### src/rtl/led_pwm_multi.sv
// Multi-channel status-LED PWM driver with per-channel direct, peak-hold decay,
// blink and off modes. Shared prescaled PWM, fade and blink timebases.
module led_pwm_multi #(
   parameter int CHANNELS      = 4,
   parameter int LEVEL_BITS    = 6,
   parameter int PRESCALE      = 100,
   parameter int FADE_PERIODS  = 64,
   parameter int BLINK_PERIODS = 256
) (
   input  logic                           clk,
   input  logic                           reset,
   input  logic [CHANNELS*LEVEL_BITS-1:0] level,
   input  logic [CHANNELS*2-1:0]          mode,
   output logic [CHANNELS-1:0]            leds_out
);
   localparam int PW = (PRESCALE > 1) ? $clog2(PRESCALE) : 1;
   localparam int FW = (FADE_PERIODS > 1) ? $clog2(FADE_PERIODS) : 1;
   localparam int BW = (BLINK_PERIODS > 1) ? $clog2(BLINK_PERIODS) : 1;
   localparam logic [PW-1:0] PRESC_MAX = PW'(PRESCALE - 1);
   localparam logic [FW-1:0] FADE_MAX  = FW'(FADE_PERIODS - 1);
   localparam logic [BW-1:0] BLINK_MAX = BW'(BLINK_PERIODS - 1);

   logic [PW-1:0]         presc_q, presc_d;
   logic [LEVEL_BITS-1:0] pwm_cnt_q, pwm_cnt_d;
   logic [FW-1:0]         fade_cnt_q, fade_cnt_d;
   logic [BW-1:0]         blink_cnt_q, blink_cnt_d;
   logic                  blink_phase_q, blink_phase_d;
   logic                  tick, ps, fade_step;

   always_comb begin
      tick          = (presc_q == PRESC_MAX);
      ps            = tick && (&pwm_cnt_q);
      fade_step     = ps && (fade_cnt_q == FADE_MAX);
      presc_d       = tick ? '0 : presc_q + 1'b1;
      pwm_cnt_d     = tick ? pwm_cnt_q + 1'b1 : pwm_cnt_q;
      fade_cnt_d    = fade_cnt_q;
      blink_cnt_d   = blink_cnt_q;
      blink_phase_d = blink_phase_q;
      if (ps) begin
         fade_cnt_d = (fade_cnt_q == FADE_MAX) ? '0 : fade_cnt_q + 1'b1;
         if (blink_cnt_q == BLINK_MAX) begin
            blink_cnt_d   = '0;
            blink_phase_d = ~blink_phase_q;
         end else begin
            blink_cnt_d = blink_cnt_q + 1'b1;
         end
      end
   end

   always_ff @(posedge clk or posedge reset) begin
      if (reset) begin
         presc_q       <= '0;
         pwm_cnt_q     <= '0;
         fade_cnt_q    <= '0;
         blink_cnt_q   <= '0;
         blink_phase_q <= 1'b1;
      end else begin
         presc_q       <= presc_d;
         pwm_cnt_q     <= pwm_cnt_d;
         fade_cnt_q    <= fade_cnt_d;
         blink_cnt_q   <= blink_cnt_d;
         blink_phase_q <= blink_phase_d;
      end
   end

   genvar gi;
   generate
      for (gi = 0; gi < CHANNELS; gi++) begin : g_ch
         logic [LEVEL_BITS-1:0] lvl;
         logic [1:0]            md;
         logic [LEVEL_BITS-1:0] eff_q, eff_d;
         logic                  led_q, led_d;

         assign lvl = level[gi*LEVEL_BITS +: LEVEL_BITS];
         assign md  = mode[2*gi +: 2];

         // Effective brightness only moves at period start so a period's duty never glitches.
         always_comb begin
            eff_d = eff_q;
            if (ps) begin
               case (md)
                  2'b00: eff_d = lvl;
                  2'b01: begin
                     if (lvl > eff_q)
                        eff_d = lvl;
                     else if (fade_step && (eff_q != '0))
                        eff_d = eff_q - 1'b1;
                  end
                  2'b10: eff_d = blink_phase_q ? lvl : '0;
                  default: eff_d = '0;
               endcase
            end
            led_d = (pwm_cnt_d < eff_d);
         end

         always_ff @(posedge clk or posedge reset) begin
            if (reset) begin
               eff_q <= '0;
               led_q <= 1'b0;
            end else begin
               eff_q <= eff_d;
               led_q <= led_d;
            end
         end

         assign leds_out[gi] = led_q;
      end
   endgenerate
endmodule
### config.mk
export PLATFORM = sky130hd
export DESIGN_NAME = led_pwm_multi
export DESIGN_NICKNAME = d
export VERILOG_FILES = /design/src/rtl/led_pwm_multi.sv
export SDC_FILE = /design/constraint.sdc
export NUM_CORES = 1
export LEC_CHECK = 0
export CORE_MARGIN = 10
export CORE_UTILIZATION = 65
export CTS_BUF_LIST = sky130_fd_sc_hd__clkbuf_8
export CTS_CLUSTER_DIAMETER = 150
export CTS_CLUSTER_SIZE = 8
export DETAILED_ROUTE_END_ITERATION = 12
export DONT_BUFFER_PORTS = 1
export GPL_TIMING_DRIVEN = 0
export PLACE_DENSITY = 0.81
export REMOVE_ABC_BUFFERS = 1
export SLEW_MARGIN = 20
export SYNTH_ARGS = -nofsm -noshare
export SYNTH_HDL_FRONTEND = slang
export SYNTH_SLANG_ARGS = --single-unit
### constraint.sdc
create_clock -name clk -period 3.6 [get_ports clk]
set_input_delay 1.08 -clock clk [delete_from_list [all_inputs] [get_ports clk]]
set_output_delay 1.08 -clock clk [all_outputs]
set_load 0.005 [all_outputs]
After elaboration in Yosys (flattened, before gate mapping). Cells that the tools add are included.

Flip-flop bits (word level): 56. Latch bits: 0. Memory bits (writable): 0. Bits in read-only memories: 0. Input port bits: 34. Output and inout port bits: 4. Word-level logic and storage cells: 81. Memories kept: 0.

Add/subtract/negate cells: 8. Multiply operators: 0. Div/mod/pow operators: 0. Magnitude comparators: 8. Equality and inequality tests: 11. Shifts and indexed selects: 0. Mux-type cells: 24. Bitwise logic cells: 1. Reduce and logical (&&, ||, !) cells: 16.

Operators with widths (number): 2-to-1 mux 6 bit (18); one-hot mux 6 bit (3 select lines) (4); > comparator 6 bit (4); less-than comparator 6 bit (4); nonzero test 6 bit (4); subtractor 6 x 1 -> 6 bit, second input constant (4); adder 6 x 1 -> 6 bit, second input constant (2); adder 8 x 1 -> 8 bit, second input constant (1); == test 2 x 1 -> 1 bit, second input constant (4); == test 2 bit, second input constant (4); == test 8 bit, second input constant (1); logical NOT 2 bit (4); 2-to-1 mux 8 bit (1); adder 7 x 1 -> 7 bit, second input constant (1); == test 7 bit, second input constant (1); 2-to-1 mux 7 bit (1); == test 6 bit, second input constant (1); logical AND 1 bit (6); AND reduction 6 bit (1); AND reduction 2 bit (1); NOT 1 bit (1).

Logic depth before layout (Yosys ltp). Gate-level depths: netlist (run 1).

Depth in word-level cells: 9. Depth in mapped cells: 15. Depth with buffers taken out: 14.

Worst setup path before layout (run 1). No wires, ideal clock.

Path type: input to register. From: input port level[16]. To: register g_ch[2].led_q. Setup time: 0.065 ns. Arrival: 3.679 ns. Required time: 3.535 ns. Setup slack: -0.144 ns. Stages on the path: 14. Path buffers: 1. Cells stage by stage: ha_1 a21oi_1 a21boi_0 o32a_1 or2_1 clkbuf_1 nor3_1 a211oi_1 ha_1 a21o_1 a21o_1 a21oi_1 o21a_1 a31o_1.

Longest elaborated chain between the ends: 5. Elaborated cells on any way between the ends: 6. Those cells by class: order compare (2); mux (4).

RTL lines: from (decl) (RTL line 12) `input logic [CHANNELS*LEVEL_BITS-1:0] level,`; > comparator 6 bit (RTL line 84) `if (lvl > eff_q)`; 2-to-1 mux 6 bit (RTL line 84); one-hot mux 6 bit (3 select lines) (*) (RTL line 81) `case (md)`; 2-to-1 mux 6 bit (*) (RTL line 80) `if (ps) begin`; less-than comparator 6 bit (*) (RTL line 93) `led_d = (pwm_cnt_d < eff_d);`; net g_ch[2].led_d (RTL line 72) `logic led_q, led_d;`; to (signal assigned) (RTL line 102) `led_q <= led_d;`; to (decl) (RTL line 72).

The timed path passes the listed nets; every way through them passes the cells marked *. A chain may end at the register's enable or synchronous reset.

Worst setup path after layout (run 1).
From: input port level[4]. To: register g_ch[0].led_q.

Longest elaborated chain between the ends: 5. Elaborated cells on any way between the ends: 6. Those cells by class: order compare (2); mux (4).

RTL lines (RTL line): > comparator 6 bit (84); 2-to-1 mux 6 bit (84); one-hot mux 6 bit (3 select lines) (*) (81); 2-to-1 mux 6 bit (*) (80); less-than comparator 6 bit (*) (93); net g_ch[0].led_d (72); to (signal assigned) (102); to (decl) (72).

Marked as above.

==> summary.txt, run 1 <==
Clock network
  – Htree depth: 2
  – Clock transition at the registers of the reported paths: 0.10 ns
  – Clock root buffer: clkbuf_8
  – Total CTS buffers: 5
  – CTS Buffer Depth: 2
  – CTS tree: built
  – Clk Latency, worst-skew pair: 0.31 ns
  – Hold-fix buffers, CTS: 0
  – CTS Sinks: 56

Drt
  – Total routed wirelength: 11.9 mm
  – Vias: 4,197
  – Vias per Instance: 6.87
  – Post-DR wirelength/cell: 19.5 um
  – DRT Pass-1 Iters: 4
  – DR iter-0 viols: 364
  – Antenna-violating nets left: 0
  – DRC Markers: 0

Finish
  – Post-Layout Inst Area: 4950 um2
  – Final cell count without fillers: 611
  – Antenna fix cells: 0
  – Share of layout cells above drive strength 1: 11.5%
  – Fin nets: 604
  – P&R area growth vs syn: 8.48%
  – Number of fill cells: 529

Worst setup path
  – End of the worst register-to-register path: g_ch[0].led_q$_DFF_PP0_
  – R2R Setup Slk: 0.16 ns
  – Slowest cell on the critical path: o32a_1
  – Max incr delay on CP: 0.40 ns
  – Critical Path Sink Type: flop
  – Critical Path Start Type: input pin
  – R2R cell count: 14
  – Worst R2R Start: pwm_cnt_q[0]$_DFF_PP0_
  – CP Depth: 13
  – Critical path required time: 3.85 ns
  – Worst-path fanout max: 4
  – CP top delay family: compound AO/OA/AOI/OAI gates
  – Critical path buffers and inverters: 0
  – WP data arrival: 3.75 ns
  – Setup CP Type: input pin to flop
  – CP Cell Sequence: ha_1, a21oi_1, a21boi_1, o32a_1, nor3_1, nand4_1, and3_1, ha_1, a21o_1, a21o_1, a21oi_2, o21a_1, a31o_1

Die
  – Initial Util: 67.1%
  – Top Ports: 38
  – Die Area: 10,800 um2
  – CORE AREA: 6790 um2
  – Chip width: 104 um
  – Row count: 30
  – Die height: 104 um

Placement
  – GPL Wtd Cong: 0.928
  – PortBufs: 0
  – Hpwl dp: 8.12 mm
  – Place WS: -0.594 ns
  – Area after DPL: 4630 um2
  – Placed instance count: 592

Synth
  – Most frequent cell after synthesis: ha_1
  – Top cells by area, synth: dfrtp_1 (30%), ha_1 (15%), nand4_1 (3.7%)
  – Distinct cells, synth: 67
  – Total number of yosys warnings: 0
  – Post-Syn Area: 4560 um2
  – Yosys reg bits: 56
  – Dominant synthesized flop cell: dfrtp_1
  – Post-synth ARST share: 100%
  – Seq/Total Area, Yosys: 30.7%
  – Synth area leader: dfrtp_1
  – Share of the synthesized area in the top cell type: 30.2%
  – Top cells by count, synth: ha_1 (56), dfrtp_1 (55), nand2_1 (40)
  – Syn avg cell area: 8.93 um2
  – Post-Syn Instances: 511
  – EDFF count, synth: 0

Timing
  – Fin Hold WS: 0.465 ns
  – Worst Max-Slew Pin Slew: 0.735 ns
  – Setup Viol. Count Final: 0
  – Endpoints failing hold: 0
  – FMAX: 286 MHz
  – TNS Setup: 0 ns
  – Final min period: 3.50 ns
  – Final Cycle Share: 97.2%
  – Final number of max-transition violations: 0
  – Final Skew: 0.00671 ns
  – Slew HR: 50.9%
  – Setup slack after layout: 0.0998 ns

Min path
  – HP Start: presc_q[0]$_DFF_PP0_
  – Hold EP: presc_q[0]$_DFF_PP0_
  – HP Class: flop to flop
  – Hold depth: 1

Power
  – Internal power: 0.857 mW
  – Static Leakage: 2.16 nW
  – Pwr/cell area: 237 nW/um2
  – NetSw: 0.316 mW
  – Comb power frac: 13.6%
  – Clock power frac: 31.3%
  – Sw frac: 26.9%
  – Register share of total power: 55.1%
  – Peak supply drop: 0.182 mV

Global routing
  – First-pass GRT wire length: 19.0 mm
  – Gr ovfl total: 0
  – Tot GR Track Use: 20.5%
  – Largest net degree at the start of global routing: 57
  – Initial antenna violation count: 0
  – Vias in the first global route: 4,116

Flow run
  – Max Cap Viol: 0

Status
  – Run status: finished, final reports clean
[how the worst max path moves through the flow]
| stage | start | endpoint | slack [ns] |
|---|---|---|---|
| 2_1_floorplan | level[4] | g_ch[0].led_q$_DFF_PP0_ | -0.14 |
| 3_3_place_gp | presc_q[0]$_DFF_PP0_ | g_ch[3].led_q$_DFF_PP0_ | -0.73 |
| 3_5_place_dp | level[4] | g_ch[0].led_q$_DFF_PP0_ | -0.59 |
| 4_1_cts | level[16] | g_ch[2].led_q$_DFF_PP0_ | 0.005 |
| 5_1_grt | level[16] | g_ch[2].led_q$_DFF_PP0_ | -0.02 |
| 6_report | level[4] | g_ch[0].led_q$_DFF_PP0_ | 0.1 |
[power by group through the flow]
stage | sequential (mW) | clock, mW | combinational, mW
3_3_place_gp | 0.658 | 0 | 0.133
6_report | 0.646 | 0.367 | 0.159
3_5_place_dp | 0.658 | 0 | 0.141
5_1_grt | 0.648 | 0.396 | 0.180
4_1_cts | 0.646 | 0.368 | 0.149
2_1_floorplan | 0.656 | 0 | 0.111
[cell usage in the layout (no fill, tap or decap), types with 6 or more instances in the layout]
| cell type | count |
|---|---|
| clkbuf_8 | 6 |
| a21o_1 | 11 |
| a211oi_1 | 9 |
| a211o_1 | 9 |
| nor3_1 | 9 |
| nor2_1 | 29 |
| o21ai_0 | 16 |
| o21a_1 | 10 |
| xnor2_1 | 19 |
| nand4_1 | 27 |
| dfrtp_1 | 55 |
| nand2b_1 | 9 |
| and3_1 | 8 |
| nand2_1 | 39 |
| buf_4 | 7 |
| a21oi_2 | 6 |
| or3_1 | 6 |
| inv_1 | 39 |
| nand3_1 | 15 |
| a21oi_1 | 23 |
| ha_1 | 56 |
[flip-flops by register name (all words and copies together) (netlist names)]
register       flops
g_ch.led_q         4
blink_phase_q      1
blink_cnt_q        8
presc_q            7
g_ch.eff_q        24
pwm_cnt_q          6
fade_cnt_q         6
[worst reg2reg max path: stages, from the launching register on]
cell      delay [ns]
dfrtp_1         0.40
ha_1            0.21
and4_2          0.37
and4_4          0.33
buf_4           0.18
nand4_1         0.18
o211ai_1        0.27
a21oi_2         0.09
a211oi_1        0.24
ha_1            0.30
a21o_1          0.16
a21o_1          0.18
a21oi_2         0.17
o21a_1          0.16
a31o_1          0.14
[timing repair]
item,CTS,global route
gates cloned,1,3
endpoints found under the setup margin,4,4
buffers inserted,2,5
pin swaps,3,12
gates resized for setup,9,24
[layout make-up]
cell class	count	area [um2]	share of cell area, %
well taps	96	120	2.43
clock inverters	2	11.3	0.228
inverters	39	149	3.01
repair buffers	8	80.1	1.62
multi-input cells	404	3100	62.7
flip-flops and latches	56	1400	28.3
clock buffers	6	82.6	1.67
[logic make-up (layout without fill, tap and decap cells)]
family                   Yosys count  after routing  share of synthesized area [%]
AO/OA/AOI/OAI                    144            145                           23.1
XOR/XNOR                          22             22                           4.22
adder cells (fa/ha/maj)           56             56                           15.4
buffers and inverters             55             55                           5.29
flip-flops                        56             56                           30.7
multiplexers                       3              3                          0.713
AND/OR/NAND/NOR                  175            178                           20.6
[per-stage QoR]
| stage | power, mW | utilization, % |
|---|---|---|
| 4_1_cts | 1.16 | 70.4 |
| 5_1_grt | 1.22 | 72.8 |
| 2_1_floorplan | 0.767 | - |
| 3_5_place_dp | 0.799 | 68.1 |
| 3_3_place_gp | 0.791 | 67.5 |
| 6_report | 1.17 | 72.8 |
[layer usage]
metal  GRT usage [%]  wire, um
met5               0         0
met4            8.95       392
met3            4.40      1020
met2            34.4      5760
met1            24.7      4750
Note: power is estimated with default switching activity, not from simulation.
==> run 2: changes to the inputs <==
- CORE_UTILIZATION: 65 -> 60
- PLACE_DENSITY: 0.81 -> 0.76
==> run 2 against run 1 <==
  * Clock skew fell by 0.0034 ns
  * Sequential power barely moved
  * Largest cell class unchanged
  * Worst hold slack improved by 0.0043 ns
  * Worst setup slack got worse by 0.056 ns
  * Design area fell by 1.1%
==> summary.txt, run 2 (synthesized netlist as in run 1, its figures left out) <==
Status
  – Run status: finished, final reports clean

Worst setup path
  – CP top delay family: compound AO/OA/AOI/OAI gates
  – Setup CP Type: input pin to flop
  – Critical Path Sink Type: flop
  – Max incr delay on CP: 0.41 ns
  – R2R cell count: 14
  – R2R Setup Slk: 0.18 ns
  – Critical path required time: 3.85 ns
  – Critical path buffers and inverters: 0
  – Worst R2R Start: pwm_cnt_q[0]$_DFF_PP0_
  – Critical Path Start: level[16]
  – Worst-path fanout max: 8
  – WP data arrival: 3.80 ns
  – End of the worst register-to-register path: g_ch[3].led_q$_DFF_PP0_
  – CP Cell Sequence: ha_1, a21oi_1, a21boi_0, o32a_2, or2_4, nor3_2, a211oi_2, ha_1, a21o_1, a21o_1, a21oi_1, o21a_1, a31o_1
  – Slowest cell on the critical path: o32a_2
  – Critical Path Start Type: input pin

Clock network
  – CTS Buffer Depth: 2
  – CTS Sinks: 56
  – Htree depth: 2
  – Clock root buffer: clkbuf_8
  – Clk Latency, worst-skew pair: 0.31 ns
  – CTS tree: built
  – Clock transition at the registers of the reported paths: 0.11 ns
  – Total CTS buffers: 5
  – Hold-fix buffers, CTS: 0

Finish
  – Biggest register: g_ch.eff_q
  – Regs by FF count: g_ch.eff_q: 24 flops, blink_cnt_q: 8 flops, presc_q: 7 flops
  – Post-Layout Inst Area: 4890 um2
  – Final cell count without fillers: 612
  – Fin nets: 602
  – Number of fill cells: 601
  – Most frequent cells in the layout: ha_1 (55), dfrtp_1 (55), nand2_1 (39), inv_1 (38), nor2_1 (29)
  – Share of layout cells above drive strength 1: 10.5%
  – Antenna fix cells: 0
  – Max reg flops: 24
  – Fin util: 66.8%
  – P&R area growth vs syn: 7.27%

Placement
  – GPL Wtd Cong: 0.953
  – Place WS: -0.576 ns
  – Placed instance count: 595
  – PortBufs: 0
  – Hpwl dp: 8.00 mm
  – Area after DPL: 4630 um2

Drt
  – Vias per Instance: 6.64
  – DRT Pass-1 Iters: 5
  – Vias: 4,065
  – DR iter-0 viols: 211
  – Post-DR wirelength/cell: 18.8 um
  – Antenna-violating nets left: 0
  – Total routed wirelength: 11.5 mm
  – DRC Markers: 0

Die
  – Top Ports: 38
  – Chip width: 107 um
  – CORE AREA: 7330 um2
  – Die height: 107 um
  – Initial Util: 62.2%
  – Row count: 31
  – Die Area: 11,500 um2

Timing
  – Slew HR: 50.5%
  – Endpoints failing hold: 0
  – Final min period: 3.56 ns
  – Worst Max-Slew Pin Slew: 0.740 ns
  – Unrepaired setup endpoints after global routing: true
  – FMAX: 281 MHz
  – Final Skew: 0.00328 ns
  – Setup slack after layout: 0.0438 ns
  – Setup Viol. Count Final: 0
  – Final Cycle Share: 98.8%
  – Fin Hold WS: 0.469 ns
  – Final number of max-transition violations: 0
  – TNS Setup: 0 ns

Min path
  – HP Class: flop to flop
  – Hold depth: 1
  – Hold EP: presc_q[0]$_DFF_PP0_
  – HP Start: presc_q[0]$_DFF_PP0_

Global routing
  – Gr ovfl total: 0
  – Initial antenna violation count: 0
  – Vias in the first global route: 3,852
  – First-pass GRT wire length: 18.3 mm
  – Tot GR Track Use: 19.0%
  – Largest net degree at the start of global routing: 57

Flow run
  – Max Cap Viol: 0

Power
  – Tot Pwr: 1.18 mW
  – Static Leakage: 2.12 nW
  – Peak supply drop: 0.209 mV
  – Pwr/cell area: 241 nW/um2
==> run 2: cell count changes in the layout (fill, tap and decap cells not counted), moves of 2 or more <==
| cell | previous run | this run |
|---|---|---|
| a21oi_1 | 23 | 27 |
| a21boi_1 | 2 | 0 |
| a21boi_0 | 2 | 4 |
| a21oi_2 | 6 | 2 |
==> run 2: where the power goes <==
group	switching, mW	internal, mW
sequential	0.00940	0.637
combinational	0.0886	0.0636
clock	0.222	0.158
==> run 2: how the worst max path moves through the flow <==
stage / cells after the start / slack (ns) / to
floorplan: 13 / -0.14 / g_ch[0].led_q$_DFF_PP0_
global placement: 13 / -0.71 / g_ch[3].led_q$_DFF_PP0_
detailed placement: 13 / -0.58 / g_ch[0].led_q$_DFF_PP0_
CTS: 13 / -0.03 / g_ch[0].led_q$_DFF_PP0_
global route: 13 / -0.04 / g_ch[3].led_q$_DFF_PP0_
finish: 13 / 0.04 / g_ch[2].led_q$_DFF_PP0_
==> run 2: layer usage <==
metal / vias to the layer above / track usage (%) / share of wire (%)
met5: - / 0 / 0
met4: 0 / 4.55 / 1.2
met3: 19 / 4.25 / 7.9
met1: 1951 / 24.1 / 43
li1: 1938 / - / -
met2: 157 / 31.9 / 48
==> run 2: final cells by class <==
type / count / area (um2) / area share [%]
clock buffers: 6 / 82.6 / 1.69
repair buffers: 7 / 72.6 / 1.48
clock inverters: 2 / 13.8 / 0.281
multi-input cells: 403 / 3050 / 62.3
flip-flops and latches: 56 / 1400 / 28.7
inverters: 39 / 149 / 3.04
well taps: 99 / 124 / 2.53
==> run 2: what timing repair did <==
action                                  4_1_cts  5_1_grt
pin swaps                                     1        6
gates resized for setup                       7       16
endpoints found under the setup margin        3        4
cloned                                        1        2
buffers inserted                              0        6
==> run 2: worst register-to-register path, stage by stage (launching register included) <==
cell and delay, ns:
dfrtp_1 0.40, ha_1 0.21, and4_2 0.36, and4_4 0.38, buf_16 0.20, and4_1 0.28, nor3_1 0.06, o21ai_0 0.20
o221a_2 0.24, ha_1 0.25, a21o_1 0.16, a21o_1 0.17, a21oi_1 0.19, o21a_1 0.15, a31o_1 0.10
